$ cat config.mk
export PLATFORM = sky130hd
export DESIGN_NAME = glyph_matrix_scan_flat
export DESIGN_NICKNAME = d
export VERILOG_FILES = /design/src/rtl/glyph_matrix_scan_if.sv /design/src/rtl/glyph_matrix_scan.sv /design/src/flat_wrapper.sv
export SDC_FILE = /design/constraint.sdc
export NUM_CORES = 1
export LEC_CHECK = 0
export ABC_AREA = 1
export ABC_CLOCK_PERIOD_IN_PS = 1600
export BUFFER_PORTS_ARGS = -buffer_cell sky130_fd_sc_hd__clkbuf_2
export CORE_ASPECT_RATIO = 0.5
export CORE_MARGIN = 1.5
export CORE_UTILIZATION = 45
export DETAILED_ROUTE_END_ITERATION = 8
export GPL_TIMING_DRIVEN = 1
export HOLD_SLACK_MARGIN = 0.03
export PLACE_DENSITY = 0.67
export SLEW_MARGIN = 10
export SYNTH_ARGS = -nofsm -noshare
export SYNTH_HDL_FRONTEND = slang
export SYNTH_SLANG_ARGS = --single-unit
$ cat constraint.sdc
create_clock -name clk -period 1.6 [get_ports clk]
set_input_delay 0.16 -clock clk [delete_from_list [all_inputs] [get_ports clk]]
set_output_delay 0.16 -clock clk [all_outputs]
set_load 0.02 [all_outputs]
$ cat src/rtl/glyph_matrix_scan_if.sv
// ---------------------------------------------------------------------------
// glyph_matrix_scan_if
//
// Bundles the signals between the matrix scan driver, the glyph pixel lookup
// and the LED matrix itself.
//
//   sel_req    : requested glyph (0 blank, 1 'O', 2 'X'), may change any cycle
//   word       : pixel bit returned by the lookup for row/col/select
//   row, col   : pixel address presented to the lookup
//   select     : frame-synchronised glyph select presented to the lookup
//   led_row    : one-hot matrix row enable, 0 = blanked
//   led_col    : column data for the lit row, bit 15 = leftmost column
//   frame_done : one-cycle pulse at each frame wrap
//
// master : the scan driver (drives address and LED outputs)
// slave  : lookup / matrix / environment side
// ---------------------------------------------------------------------------
interface glyph_matrix_scan_if;
    logic [1:0]  sel_req;
    logic        word;
    logic [3:0]  row;
    logic [3:0]  col;
    logic [1:0]  select;
    logic [15:0] led_row;
    logic [15:0] led_col;
    logic        frame_done;

    modport master (
        input  sel_req,
        input  word,
        output row,
        output col,
        output select,
        output led_row,
        output led_col,
        output frame_done
    );

    modport slave (
        output sel_req,
        output word,
        input  row,
        input  col,
        input  select,
        input  led_row,
        input  led_col,
        input  frame_done
    );
endinterface

$ cat src/rtl/glyph_matrix_scan.sv
// ---------------------------------------------------------------------------
// glyph_matrix_scan
//
// Scan driver for a 16x16 LED dot matrix. For every matrix row it walks the
// 16 columns of the glyph lookup (one pixel per cycle, zero-latency lookup),
// shifts the returned pixels into a row buffer, then lights that row for
// DWELL cycles before moving on. The glyph select is only updated when the
// last row of a frame finishes, so a frame is always drawn from one glyph.
//
// Parameters:
//   DWELL : cycles each assembled row stays lit (>= 1)
//
// Ports:
//   clk   : system clock, rising edge
//   rst_n : asynchronous active-low reset
//   bus   : glyph_matrix_scan_if.master (sel_req/word in; row, col, select,
//           led_row, led_col, frame_done out, all registered)
// ---------------------------------------------------------------------------
module glyph_matrix_scan #(
    parameter int DWELL = 4
) (
    input  logic                clk,
    input  logic                rst_n,
    glyph_matrix_scan_if.master bus
);

    // Counter only needs to hold DWELL-1.
    localparam int CNT_W = (DWELL > 1) ? $clog2(DWELL) : 1;

    typedef enum logic [1:0] {
        FETCH   = 2'd0,
        LATCH   = 2'd1,
        DISPLAY = 2'd2
    } state_t;

    state_t             state_q,      state_d;
    logic [3:0]         row_q,        row_d;
    logic [3:0]         col_q,        col_d;
    logic [1:0]         select_q,     select_d;
    logic [15:0]        led_row_q,    led_row_d;
    logic [15:0]        led_col_q,    led_col_d;
    logic               frame_done_q, frame_done_d;
    logic [15:0]        shreg_q,      shreg_d;
    logic [CNT_W-1:0]   cnt_q,        cnt_d;

    always_ff @(posedge clk or negedge rst_n) begin
        if (!rst_n) begin
            state_q      <= FETCH;
            row_q        <= '0;
            col_q        <= '0;
            select_q     <= '0;
            led_row_q    <= '0;
            led_col_q    <= '0;
            frame_done_q <= 1'b0;
            shreg_q      <= '0;
            cnt_q        <= '0;
        end else begin
            state_q      <= state_d;
            row_q        <= row_d;
            col_q        <= col_d;
            select_q     <= select_d;
            led_row_q    <= led_row_d;
            led_col_q    <= led_col_d;
            frame_done_q <= frame_done_d;
            shreg_q      <= shreg_d;
            cnt_q        <= cnt_d;
        end
    end

    always_comb begin
        state_d      = state_q;
        row_d        = row_q;
        col_d        = col_q;
        select_d     = select_q;
        led_row_d    = led_row_q;
        led_col_d    = led_col_q;
        frame_done_d = 1'b0;
        shreg_d      = shreg_q;
        cnt_d        = cnt_q;

        unique case (state_q)
            FETCH: begin
                // Column 0 is shifted in first, so it ends up in bit 15.
                shreg_d   = {shreg_q[14:0], bus.word};
                led_row_d = '0;
                if (col_q == 4'd15) begin
                    col_d   = 4'd0;
                    state_d = LATCH;
                end else begin
                    col_d = col_q + 4'd1;
                end
            end

            LATCH: begin
                led_col_d = shreg_q;
                led_row_d = 16'd1 << row_q;
                cnt_d     = CNT_W'(DWELL - 1);
                state_d   = DISPLAY;
            end

            DISPLAY: begin
                if (cnt_q != '0) begin
                    cnt_d = cnt_q - CNT_W'(1);
                end else begin
                    led_row_d = '0;
                    row_d     = row_q + 4'd1;
                    state_d   = FETCH;
                    // Last row of the frame: this is the only point where a
                    // new glyph may be taken, so the next frame never tears.
                    if (row_q == 4'd15) begin
                        frame_done_d = 1'b1;
                        select_d     = bus.sel_req;
                    end
                end
            end

            default: begin
                state_d   = FETCH;
                led_row_d = '0;
            end
        endcase
    end

    assign bus.row        = row_q;
    assign bus.col        = col_q;
    assign bus.select     = select_q;
    assign bus.led_row    = led_row_q;
    assign bus.led_col    = led_col_q;
    assign bus.frame_done = frame_done_q;

endmodule

$ cat src/flat_wrapper.sv
// flat-port wrapper written by rule: the top's interface ports become plain ports
module glyph_matrix_scan_flat 
#(
    parameter int DWELL = 4
)
  (clk, rst_n, bus_sel_req, bus_word, bus_row, bus_col, bus_select, bus_led_row, bus_led_col, bus_frame_done);
  glyph_matrix_scan_if bus_i ();
  input  logic clk;
  input  logic rst_n;
  input wire logic [$bits(bus_i.sel_req)-1:0] bus_sel_req;
  input wire logic [$bits(bus_i.word)-1:0] bus_word;
  output wire logic [$bits(bus_i.row)-1:0] bus_row;
  output wire logic [$bits(bus_i.col)-1:0] bus_col;
  output wire logic [$bits(bus_i.select)-1:0] bus_select;
  output wire logic [$bits(bus_i.led_row)-1:0] bus_led_row;
  output wire logic [$bits(bus_i.led_col)-1:0] bus_led_col;
  output wire logic [$bits(bus_i.frame_done)-1:0] bus_frame_done;
  assign bus_i.sel_req = bus_sel_req;
  assign bus_i.word = bus_word;
  assign bus_row = bus_i.row;
  assign bus_col = bus_i.col;
  assign bus_select = bus_i.select;
  assign bus_led_row = bus_i.led_row;
  assign bus_led_col = bus_i.led_col;
  assign bus_frame_done = bus_i.frame_done;
  glyph_matrix_scan #(.DWELL(DWELL)) u_core (.clk(clk), .rst_n(rst_n), .bus(bus_i));
endmodule
# [After elaboration in Yosys (flattened, before gate mapping)]
# Index checks and enable logic that the tools add are counted.
[totals] input_bits=5 regBits=63 out_inout_bits=43 wordCells=39
[op_classes] n_addsub=3 eq_ne=7 shift=1 bitwise=1 muxes=11 n_reduce_logical=7
[ops] operator="16-bit case mux with 2 select lines" n=1
[ops] operator="16-bit 2-to-1 mux" n=1
[ops] operator="1-bit by 4-bit << shifter with 16-bit output (first input constant)" n=1
[ops] operator="4-bit by 1-bit adder with 4-bit output (second input constant)" n=2
[ops] operator="4-bit == test (second input constant)" n=2
[ops] operator="2-bit 2-to-1 mux" n=3
[ops] operator="2-bit case mux with 3 select lines" n=1
[ops] operator="2-bit AND reduction" n=3
[ops] operator="4-bit 2-to-1 mux" n=1
[ops] operator="2-bit by 1-bit != test with 1-bit output (second input constant)" n=2
[ops] operator="2-bit case mux with 2 select lines" n=1
[ops] operator="2-bit nonzero test" n=2
[ops] operator="1-bit 2-to-1 mux" n=3
[ops] operator="3-bit AND reduction" n=1
[ops] operator="2-bit by 1-bit == test with 1-bit output (second input constant)" n=1
[ops] operator="2-bit == test (second input constant)" n=1
[ops] operator="2-bit zero test" n=1
[ops] operator="2-bit != test (second input constant)" n=1
[ops] operator="2-bit by 1-bit subtractor with 2-bit output (second input constant)" n=1
[ops] operator="1-bit NOT" n=1

# [Logic depth before layout (Yosys ltp)]
# Gate-level depths: netlist (run 1).
[logic_depth] depth_word=4 depth_mapped=7 mapped_depth_nobuf=7

# [Least setup slack after synthesis (run 1)]
# OpenSTA, ideal clock, no wires.
[synth_timing] path_kind="reg-to-reg" from="register u_core.cnt_q[0]" to="register u_core.led_row_q[12], in the netlist u_core.bus.led_row[12]" stages_incl_launch_ff=7 n_path_buf=1 synth_period_minus_slack_ns=1.232 arrival_time_ns=1.149 required_ns=1.517 setup_time_ns=0.083 setup_slack_ns=0.368 path_cell_list="dfrtp_1 inv_1 ha_1 nor3_4 buf_6 nand2_1 o21ai_0"
[synth_via] elab_chain_cells=2
[synth_lines] element="start: declaration" line_no="glyph_matrix_scan.sv:44" source="logic [CNT_W-1:0] cnt_q, cnt_d;"
[synth_lines] element="start signal: assignment" line_no="glyph_matrix_scan.sv:66" source="cnt_q <= cnt_d;"
[synth_lines] element="2-bit nonzero test" line_no="glyph_matrix_scan.sv:102" source="if (cnt_q != '0) begin"
[synth_lines] element="2-bit != test (no source line)"
[synth_lines] element="end signal: assignment" line_no="glyph_matrix_scan.sv:62" source="led_row_q <= led_row_d;"
[synth_lines] element="end: declaration" line_no="glyph_matrix_scan.sv:40" source="logic [15:0] led_row_q, led_row_d;"
# No other way between the ends.
# A chain may end at the register's enable or synchronous reset.

# [Final worst setup path (run 1)]
[layout_timing] from="register u_core.cnt_q[0]" to="register u_core.select_q[1], in the netlist u_core.bus.select[1]"
[layout_via] elab_chain_cells=3
[layout_lines] element="2-bit nonzero test" line_no="glyph_matrix_scan.sv:102"
[layout_lines] element="1-bit NOT (no source line)"
[layout_lines] element="3-bit AND reduction (no source line)"
[layout_lines] element="end signal: assignment" line_no="glyph_matrix_scan.sv:61" source="select_q <= select_d;"
[layout_lines] element="end: declaration" line_no="glyph_matrix_scan.sv:39" source="logic [1:0] select_q, select_d;"
# No other way between the ends.

==> impl_metrics.json, run 1 <==
{
  "worst-setup-path-type": "register to register",
  "die_width_um": 110.9,
  "drive_above_1_share": 0.2426,
  "yosysUniqueCellTypes": 20,
  "critPathLaunchType": "register",
  "cts_sinks": 63,
  "ioPinCount": 48,
  "hold_class": "input pin to register",
  "finalSetupViolCount": 0,
  "cp-startpoint": "u_core.cnt_q[0]",
  "rrSetupSlack_ns": 0.18,
  "period_needed_ns": 1.418,
  "clkTransAtPathRegs_ns": 0.05,
  "via_per_inst": 4.752,
  "core_area_um2": 5539,
  "max_slew.worst_pin.slew_ns": 0.3930,
  "htreeDepth": 3,
  "cts_buffers": 9,
  "final_common_cell": "nand2_1",
  "skew_ns": 0.006523,
  "start_util": 0.4732,
  "fin_nets": 346,
  "pwr-share-comb": 0.040,
  "clock_latency_ns": 0.32,
  "grt_setup_unrepaired": "false",
  "ant_nets": 0,
  "crit_path_end_kind": "register",
  "die_height_um": 56.97,
  "drt_iter0_drc": 137,
  "switchingPower_uw": 793.0,
  "hpwl_um": 3409,
  "final_cell_mix": "nand2_1 (93), dfrtp_1 (63), clkbuf_2 (47)",
  "grt_pass1_wl_um": 8438,
  "grt_pass1_vias": 1921,
  "rows": 19,
  "numPortBuffers": 47,
  "synthTopCellsByArea": "dfrtp_1 (60%), nand2_1 (13%), o21ai_0 (6.1%)",
  "swShare": 0.2134,
  "syn_nets": 290,
  "ir_worst_vdd_v": 0.0006590,
  "drv_slew": 0,
  "finalHoldViolations": 0,
  "yosysSeqAreaShare": 0.6014,
  "status": "completed",
  "required_ns": 1.86,
  "synth-seq-cells": 63,
  "netlist_area_um2": 2621,
  "wl_per_cell_um": 11.76,
  "crit_arrival_ns": 1.67,
  "post-cts-setup-buffers": 0,
  "root_buffer": "clkbuf_16",
  "relSlewSlack": 0.7380,
  "clockBufferDepth": 2,
  "grt_overflow_total": 0,
  "max_freq_ghz": 0.7054,
  "syn2layout_area_growth_pct": 23.68,
  "p_leak_uw": 0.001755,
  "endpoint": "u_core.bus.select[1]",
  "grt_max_degree": 35,
  "gp_congestion": 0.7336,
  "drt_first_pass_iters": 4,
  "route.detailed.drc": 0,
  "drt_wl_total_um": 4832,
  "r2r-start": "u_core.cnt_q[0]",
  "yosysTopAreaCell": "dfrtp_1",
  "seqPwrFrac": 0.446,
  "tns_ns": 0,
  "p_clk_frac": 0.514,
  "grt_use_total": 0.1727,
  "die_area_um2": 6320,
  "cp_max_fo": 8,
  "antenna_found_initial": 0,
  "p_int_uw": 2923,
  "via_count": 1953,
  "cts_tree": "built",
  "timing.rr.end": "u_core.bus.select[1]",
  "maxCapViolations": 0,
  "avgSynthCellArea_um2": 9.463,
  "yosys_warnings": 0,
  "antenna_cells": 0,
  "synth_top_area_frac": 0.6014,
  "p_per_area_nw_per_um2": 1146,
  "finalPower_uw": 3716,
  "fin_crit_sh": 0.8860,
  "worstRegToRegCells": 6,
  "utilization": 0.5853,
  "netlist_instances": 277
}
==> state kept, by name, summed over array words and instances, names as in the netlist <==
register	cells
u_core.bus.frame_done	1
u_core.state_q	2
u_core.bus.col	4
u_core.cnt_q	2
u_core.shreg_q	16
u_core.bus.row	4
u_core.bus.led_row	16
u_core.bus.led_col	16
u_core.bus.select	2
==> layout make-up <==
class,instances,area (um^2)
Clock buffer,10,239.0
Inverter,37,141.4
Fill cell,483,2297
Sequential cell,63,1577
Timing Repair Buffer,53,295.3
Clock inverter,6,60.06
Tap cell,73,91.34
Multi-Input combinational cell,169,838.3
==> cell usage after synthesis <==
master / instances
buf_2: 3
buf_6: 3
clkbuf_2: 1
clkbuf_8: 1
dfrtp_1: 63
ha_1: 8
inv_1: 35
inv_2: 2
nand2_1: 93
nand3_1: 7
nand4_1: 1
nor2_1: 6
nor2_2: 2
nor3_1: 1
nor3_4: 1
o21ai_0: 32
o21ai_1: 7
o21ai_2: 9
xnor2_1: 1
xor2_1: 1
==> logic make-up after synthesis <==
group,Yosys count,share of synthesized area
xor gates and xnor gates,2,0.006684
buffers and inverters,45,0.07876
DFF,63,0.6014
adders and majority gates,8,0.03819
and+or+nand+nor,111,0.1704
AOI/OAI and AO/OA,48,0.1045
==> through the flow <==
step	hold slack (ns)	instance area, um^2	setup WS, ns	std cells
after floorplan	-0.1356	2621	0.3682	277
after global routing	0.07270	3242	0.06662	411
after CTS	0.04702	3239	0.1010	411
after global placement	0.03799	2930	0.1726	394
after detailed placement	0.04282	2930	0.1029	394
final	0.05772	3242	0.1824	411
==> critical path: stages (launching register included) <==
cell	delay (ns)
dfrtp_1	0.38
inv_1	0.08
ha_1	0.24
nand3_1	0.26
nor2_1	0.25
nand2_1	0.08
nand2_1	0.08
==> power groups by stage <==
stage               clock network [uW]  registers (uW)  logic [uW]
CTS                               1940            1660         153
detailed placement                   0            1690         150
finish                            1910            1660         148
floorplan                            0            1710        46.8
global placement                     0            1680         145
global route                      2010            1660         169
==> metal layers <==
layer  track usage  routed length [um]  up-vias
met1        0.2121                2309      928
li1              -                   -      979
met2        0.2795                2240       42
met4       0.08974                  57        0
met5             0                   0        -
met3       0.05739                 224        4
==> worst min path at each step <==
stage          cells after the start      startpoint                   end
2_1_floorplan                      0           rst_n     u_core.bus.col[0]
3_3_place_gp                       1           rst_n     u_core.bus.col[0]
3_5_place_dp                       1           rst_n     u_core.bus.col[0]
4_1_cts                            3  bus_sel_req[0]  u_core.bus.select[0]
5_1_grt                            3  bus_sel_req[0]  u_core.bus.select[0]
6_report                           3  bus_sel_req[0]  u_core.bus.select[0]
==> timing repair <==
action | 4_1_cts | 5_1_grt
hold endpoints to repair | 63 | 0
endpoints found under the setup margin | 0 | 2
hold buffers | 1 | 0
gates resized for setup | 0 | 2
(Power assumes the default switching activity.)
==> run 2, diff against run 1 <==
--- a/config.mk
+++ b/config.mk
@@ -10,11 +10,11 @@
 export BUFFER_PORTS_ARGS = -buffer_cell sky130_fd_sc_hd__clkbuf_2
 export CORE_ASPECT_RATIO = 0.5
 export CORE_MARGIN = 1.5
-export CORE_UTILIZATION = 45
+export CORE_UTILIZATION = 47
 export DETAILED_ROUTE_END_ITERATION = 8
 export GPL_TIMING_DRIVEN = 1
 export HOLD_SLACK_MARGIN = 0.03
-export PLACE_DENSITY = 0.67
+export PLACE_DENSITY = 0.69
 export SLEW_MARGIN = 10
 export SYNTH_ARGS = -nofsm -noshare
 export SYNTH_HDL_FRONTEND = slang
==> run 2 against run 1 <==
  * Critical endpoint is now u_core.bus.select[0]
  * Maximum frequency is 1.4% higher
  * Register-to-register slack better by 0.02 ns
  * Setup slack better by 0.020 ns
  * Core utilization is 3.0 points higher
  * Via count is 2.3% lower
  * Hold slack better by 0.31 ns
  * Total power is 15% lower
  * Sequential power hardly changed
  * First-iteration DRC count is 38% lower
  * Critical path depth is 1 lower
  * Final cell count is 0.24% lower
  * Combinational power hardly changed
==> impl_metrics.json, run 2 (synthesis gave the netlist of run 1 again) <==
{
  "antenna_found_initial": 0,
  "final_cell_area_um2": 3158,
  "grt_overflow_total": 0,
  "crit_path_end_kind": "register",
  "finalSetupViolCount": 0,
  "htreeDepth": 3,
  "status": "completed",
  "crit_path_cell_trace": "inv_1 -> ha_1 -> nand3_1 -> o21ai_0 -> nand2_1",
  "placedCellCount": 390,
  "placed_cell_area_um2": 2919,
  "relSlewSlack": 0.7517,
  "post-cts-setup-buffers": 0,
  "wl_per_cell_um": 11.49,
  "syn2layout_area_growth_pct": 20.48,
  "grt_pass1_wl_um": 8369,
  "max_stage_delay_ns": 0.38,
  "tns_ns": 0,
  "worst-setup-path-type": "register to register",
  "cts_tree": "built",
  "die_width_um": 108.6,
  "fin_crit_sh": 0.8735,
  "p_int_uw": 2405,
  "critPathLaunchType": "register",
  "numPortBuffers": 47,
  "max_slew.worst_pin.slew_ns": 0.3724,
  "die_area_um2": 6061,
  "drive_above_1_share": 0.2382,
  "fin_nets": 348,
  "cts_sinks": 63,
  "rows": 18,
  "drt_wl_total_um": 4710,
  "ioPinCount": 48,
  "drt_iter0_drc": 85,
  "cp_max_fo": 8,
  "stdcell_count": 410,
  "drv_slew": 0,
  "clkTransAtPathRegs_ns": 0.07,
  "required_ns": 1.82,
  "final_cell_mix": "nand2_1 (93), dfrtp_1 (63), clkbuf_2 (47)",
  "grt_pass1_vias": 1926,
  "swShare": 0.2404,
  "root_buffer": "clkbuf_8",
  "drt_first_pass_iters": 4,
  "switchingPower_uw": 761.0,
  "holdWs_ns": 0.3656,
  "crit_family": "flip-flops",
  "p_leak_uw": 0.001713,
  "max_freq_ghz": 0.7155,
  "clockBufferDepth": 2,
  "ant_nets": 0,
  "finalPower_uw": 3166,
  "grt_max_degree": 64,
  "via_per_inst": 4.656,
  "cp-startpoint": "u_core.cnt_q[0]",
  "crit_arrival_ns": 1.62,
  "grt_setup_unrepaired": "false",
  "grt_use_total": 0.1818,
  "finalHoldViolations": 0,
  "start_util": 0.5105,
  "skew_ns": 0.01234,
  "cp_num_buf_inv": 1,
  "die_height_um": 55.81,
  "period_needed_ns": 1.398,
  "p_clk_frac": 0.430,
  "via_count": 1909,
  "seqPwrFrac": 0.523,
  "clock_latency_ns": 0.34,
  "ir_worst_vdd_v": 0.0004596,
  "fillCellCount": 443,
  "maxCapViolations": 0,
  "hold_class": "input pin to async pin",
  "final_common_cell": "nand2_1",
  "hpwl_um": 3119,
  "core_area_um2": 5135,
  "pwr-share-comb": 0.047,
  "cts_buffers": 9,
  "route.detailed.drc": 0,
  "r2r-start": "u_core.cnt_q[0]",
  "gp_congestion": 0.7598,
  "antenna_cells": 0,
  "p_per_area_nw_per_um2": 1002,
  "worst_path_max_delay_cell": "dfrtp_1"
}
## run 2: final cells by class
type	count	area, um^2	share of cell area
repair buffers	55	317.8	0.1006
well taps	70	87.58	0.02773
multi-input cells	169	838.3	0.2655
clock inverters	7	72.57	0.02298
clock buffers	9	123.9	0.03922
flip-flops and latches	63	1577	0.4992
inverters	37	141.4	0.04477
## run 2: power by group through the flow
stage	Combinational (uW)	Clock [uW]	Sequential (uW)
global placement	142	0	1680
global route	171	1490	1660
floorplan	46.8	0	1710
detailed placement	144	0	1690
finish	149	1360	1650
CTS	153	1400	1650
## run 2: worst register-to-register path, cell delays in order (launching register included)
cell and delay, ns:
dfrtp_1 0.38, inv_1 0.09, ha_1 0.24, nand3_1 0.26
o21ai_0 0.25, nand2_1 0.07
## run 2: timing repair
action / in CTS / in global routing
endpoints found under the setup margin: 0 / 2
gates resized for setup: 0 / 2
hold buffers: 4 / 0
endpoints found under the hold margin: 66 / 0
## run 2: metrics by stage
step | worst slack, ns | utilization
5_1_grt | 0.04569 | 0.6150
4_1_cts | 0.03817 | 0.6145
3_5_place_dp | 0.07662 | 0.5685
3_3_place_gp | 0.1786 | 0.5685
2_1_floorplan | 0.3682 | -
6_report | 0.2024 | 0.6150
## run 2: path summary, 6_finish.rpt
path / end / slack, ns / cells after the start
worst min-delay path: u_core.bus.led_col[11] / 0.37 / 3
worst min register to register: u_core.bus.led_col[4] / 0.48 / 2
max in group asynchronous: u_core.bus.led_row[8] / 0.96 / 3
worst max-delay path: u_core.bus.select[0] / 0.20 / 5
worst max register to register: u_core.bus.select[0] / 0.20 / 5
min in group clk: u_core.bus.led_col[4] / 0.48 / 2
## run 2: routing by layer
layer  vias to the layer above  wire, um  GRT usage
met5                         -         0          0
met1                       887      2323     0.2274
li1                        981         -          -
met4                         0        51    0.07331
met2                        34      2117     0.2785
met3                         7       217    0.07728
==> run 3, diff against run 2 <==
--- a/config.mk
+++ b/config.mk
@@ -6,7 +6,7 @@
 export NUM_CORES = 1
 export LEC_CHECK = 0
 export ABC_AREA = 1
-export ABC_CLOCK_PERIOD_IN_PS = 1600
+export ABC_CLOCK_PERIOD_IN_PS = 1650
 export BUFFER_PORTS_ARGS = -buffer_cell sky130_fd_sc_hd__clkbuf_2
 export CORE_ASPECT_RATIO = 0.5
 export CORE_MARGIN = 1.5
@@ -15,7 +15,7 @@
 export GPL_TIMING_DRIVEN = 1
 export HOLD_SLACK_MARGIN = 0.03
 export PLACE_DENSITY = 0.69
-export SLEW_MARGIN = 10
+export SLEW_MARGIN = 20
 export SYNTH_ARGS = -nofsm -noshare
 export SYNTH_HDL_FRONTEND = slang
 export SYNTH_SLANG_ARGS = --single-unit
==> constraint.sdc (replaced) <==
create_clock -name clk -period 1.65 [get_ports clk]
set_input_delay 0.165 -clock clk [delete_from_list [all_inputs] [get_ports clk]]
set_output_delay 0.165 -clock clk [all_outputs]
set_load 0.02 [all_outputs]
==> run 3 against run 2 <==
  * Final area rose by 1.0%
  * Sequential cell count is the same
  * Hold slack got worse by 0.092 ns
  * Critical endpoint is now u_core.cnt_q[1]
  * Largest cell class unchanged
  * Largest power group unchanged
==> impl_metrics.json, run 3 (synthesis gave the netlist of run 1 again) <==
{
  "pwr-share-comb": 0.044,
  "cp_max_fo": 34,
  "final_cell_mix": "nand2_1 (93), dfrtp_1 (63), clkbuf_2 (47)",
  "setup_slack_ns": 0.1631,
  "ctsHoldBuffers": 4,
  "path_common_cell": "nand2_1",
  "rows": 18,
  "required_ns": 1.89,
  "skew_ns": 0.007661,
  "tns_ns": 0,
  "finalPower_uw": 3276,
  "fin_nets": 348,
  "clockBufferDepth": 2,
  "placed_cell_area_um2": 2919,
  "clock_latency_ns": 0.34,
  "cts_sinks": 63,
  "period_needed_ns": 1.487,
  "drive_above_1_share": 0.2382,
  "numPortBuffers": 47,
  "grt_pass1_vias": 1869,
  "place_ws_ns": 0.1422,
  "switchingPower_uw": 713.1,
  "ant_nets": 0,
  "cts_resized": 0,
  "grt_use_total": 0.1828,
  "via_per_inst": 4.763,
  "relSlewSlack": 0.5861,
  "max_slew.worst_pin.slew_ns": 0.6199,
  "finalSetupViolCount": 0,
  "p_int_uw": 2563,
  "p_clk_frac": 0.466,
  "crit_family": "buffers and inverters",
  "drt_iter0_drc": 118,
  "grt_pass1_wl_um": 8473,
  "drv_slew": 0,
  "cp.depth": 6,
  "ir_worst_vdd_v": 0.0005381,
  "seqPwrFrac": 0.490,
  "p_leak_uw": 0.001728,
  "grt_setup_unrepaired": "false",
  "htreeDepth": 3,
  "clkTransAtPathRegs_ns": 0.07,
  "grt_max_degree": 50,
  "grt_overflow_total": 0,
  "hpwl_um": 3314,
  "cts_buffers": 9,
  "die_area_um2": 6061,
  "antenna_found_initial": 0,
  "rrSetupSlack_ns": 0.16,
  "cp-startpoint": "u_core.state_q[0]",
  "status": "completed",
  "crit_path_cell_trace": "inv_2 -> nor2_2 -> inv_2 -> nand2_1 -> nand2_1 -> nand2_1",
  "r2r-start": "u_core.state_q[0]",
  "drt_first_pass_iters": 4,
  "final_common_cell": "nand2_1",
  "antenna_cells": 0,
  "crit_path_end_kind": "register",
  "drt_wl_total_um": 4889,
  "final_cell_area_um2": 3191,
  "finalHoldViolations": 0,
  "syn2layout_area_growth_pct": 21.72,
  "cp_num_buf_inv": 2,
  "ioPinCount": 48,
  "worst-setup-path-type": "register to register",
  "maxCapViolations": 0,
  "max_freq_ghz": 0.6726,
  "post-cts-setup-buffers": 0,
  "max_stage_delay_ns": 0.46,
  "fin_crit_sh": 0.9011,
  "die_height_um": 55.81,
  "worst_path_max_delay_cell": "inv_2",
  "swShare": 0.2176,
  "crit_arrival_ns": 1.72,
  "start_util": 0.5105,
  "cts_tree": "built",
  "root_buffer": "clkbuf_8",
  "gp_congestion": 0.7402,
  "via_count": 1953,
  "hold_class": "input pin to async pin",
  "holdWs_ns": 0.2737,
  "critPathLaunchType": "register",
  "core_area_um2": 5135,
  "worstRegToRegCells": 6,
  "wl_per_cell_um": 11.92,
  "route.detailed.drc": 0,
  "die_width_um": 108.6,
  "p_per_area_nw_per_um2": 1027
}
[run 3: path summary, 6_finish.rpt]
kind / endpoint
setup / recovery: u_core.cnt_q[1]
hold reg to reg: u_core.cnt_q[0]
max in group asynchronous: u_core.shreg_q[2]
setup reg to reg: u_core.cnt_q[1]
min in group clk: u_core.cnt_q[0]
hold / removal: u_core.bus.led_col[9]
[run 3: layout make-up]
class,instances,area [um^2]
tap,70,87.58
fill,464,1944
clock inverter,5,80.08
inverter,37,138.9
clock buffer,11,151.4
sequential,63,1577
multi-input combinational,169,838.3
timing repair buffer,55,317.8
[run 3: worst register-to-register path: stages (launching register included)]
cell and delay, ns:
dfrtp_1 0.45, inv_2 0.10, nor2_2 0.05, inv_2 0.46
nand2_1 0.18, nand2_1 0.09, nand2_1 0.05
[run 3: stage by stage]
| stage | instances | util |
|---|---|---|
| after floorplan | 277 | - |
| after global placement | 390 | 0.5685 |
| after detailed placement | 390 | 0.5685 |
| after CTS | 410 | 0.6213 |
| after global routing | 410 | 0.6213 |
| final | 410 | 0.6213 |
[run 3: routing by layer]
metal,global-route usage,vias to the layer above,wire length (um)
met3,0.06206,9,279
met2,0.2794,45,2243
met5,0,-,0
met4,0.09774,0,82
li1,-,976,-
met1,0.2299,923,2284
[run 3: power groups by stage]
stage | Combinational [uW] | Clock, uW | Sequential [uW]
3_5_place_dp | 142 | 0 | 1630
3_3_place_gp | 138 | 0 | 1630
5_1_grt | 165 | 1630 | 1610
2_1_floorplan | 45.4 | 0 | 1660
6_report | 145 | 1530 | 1610
4_1_cts | 150 | 1570 | 1610
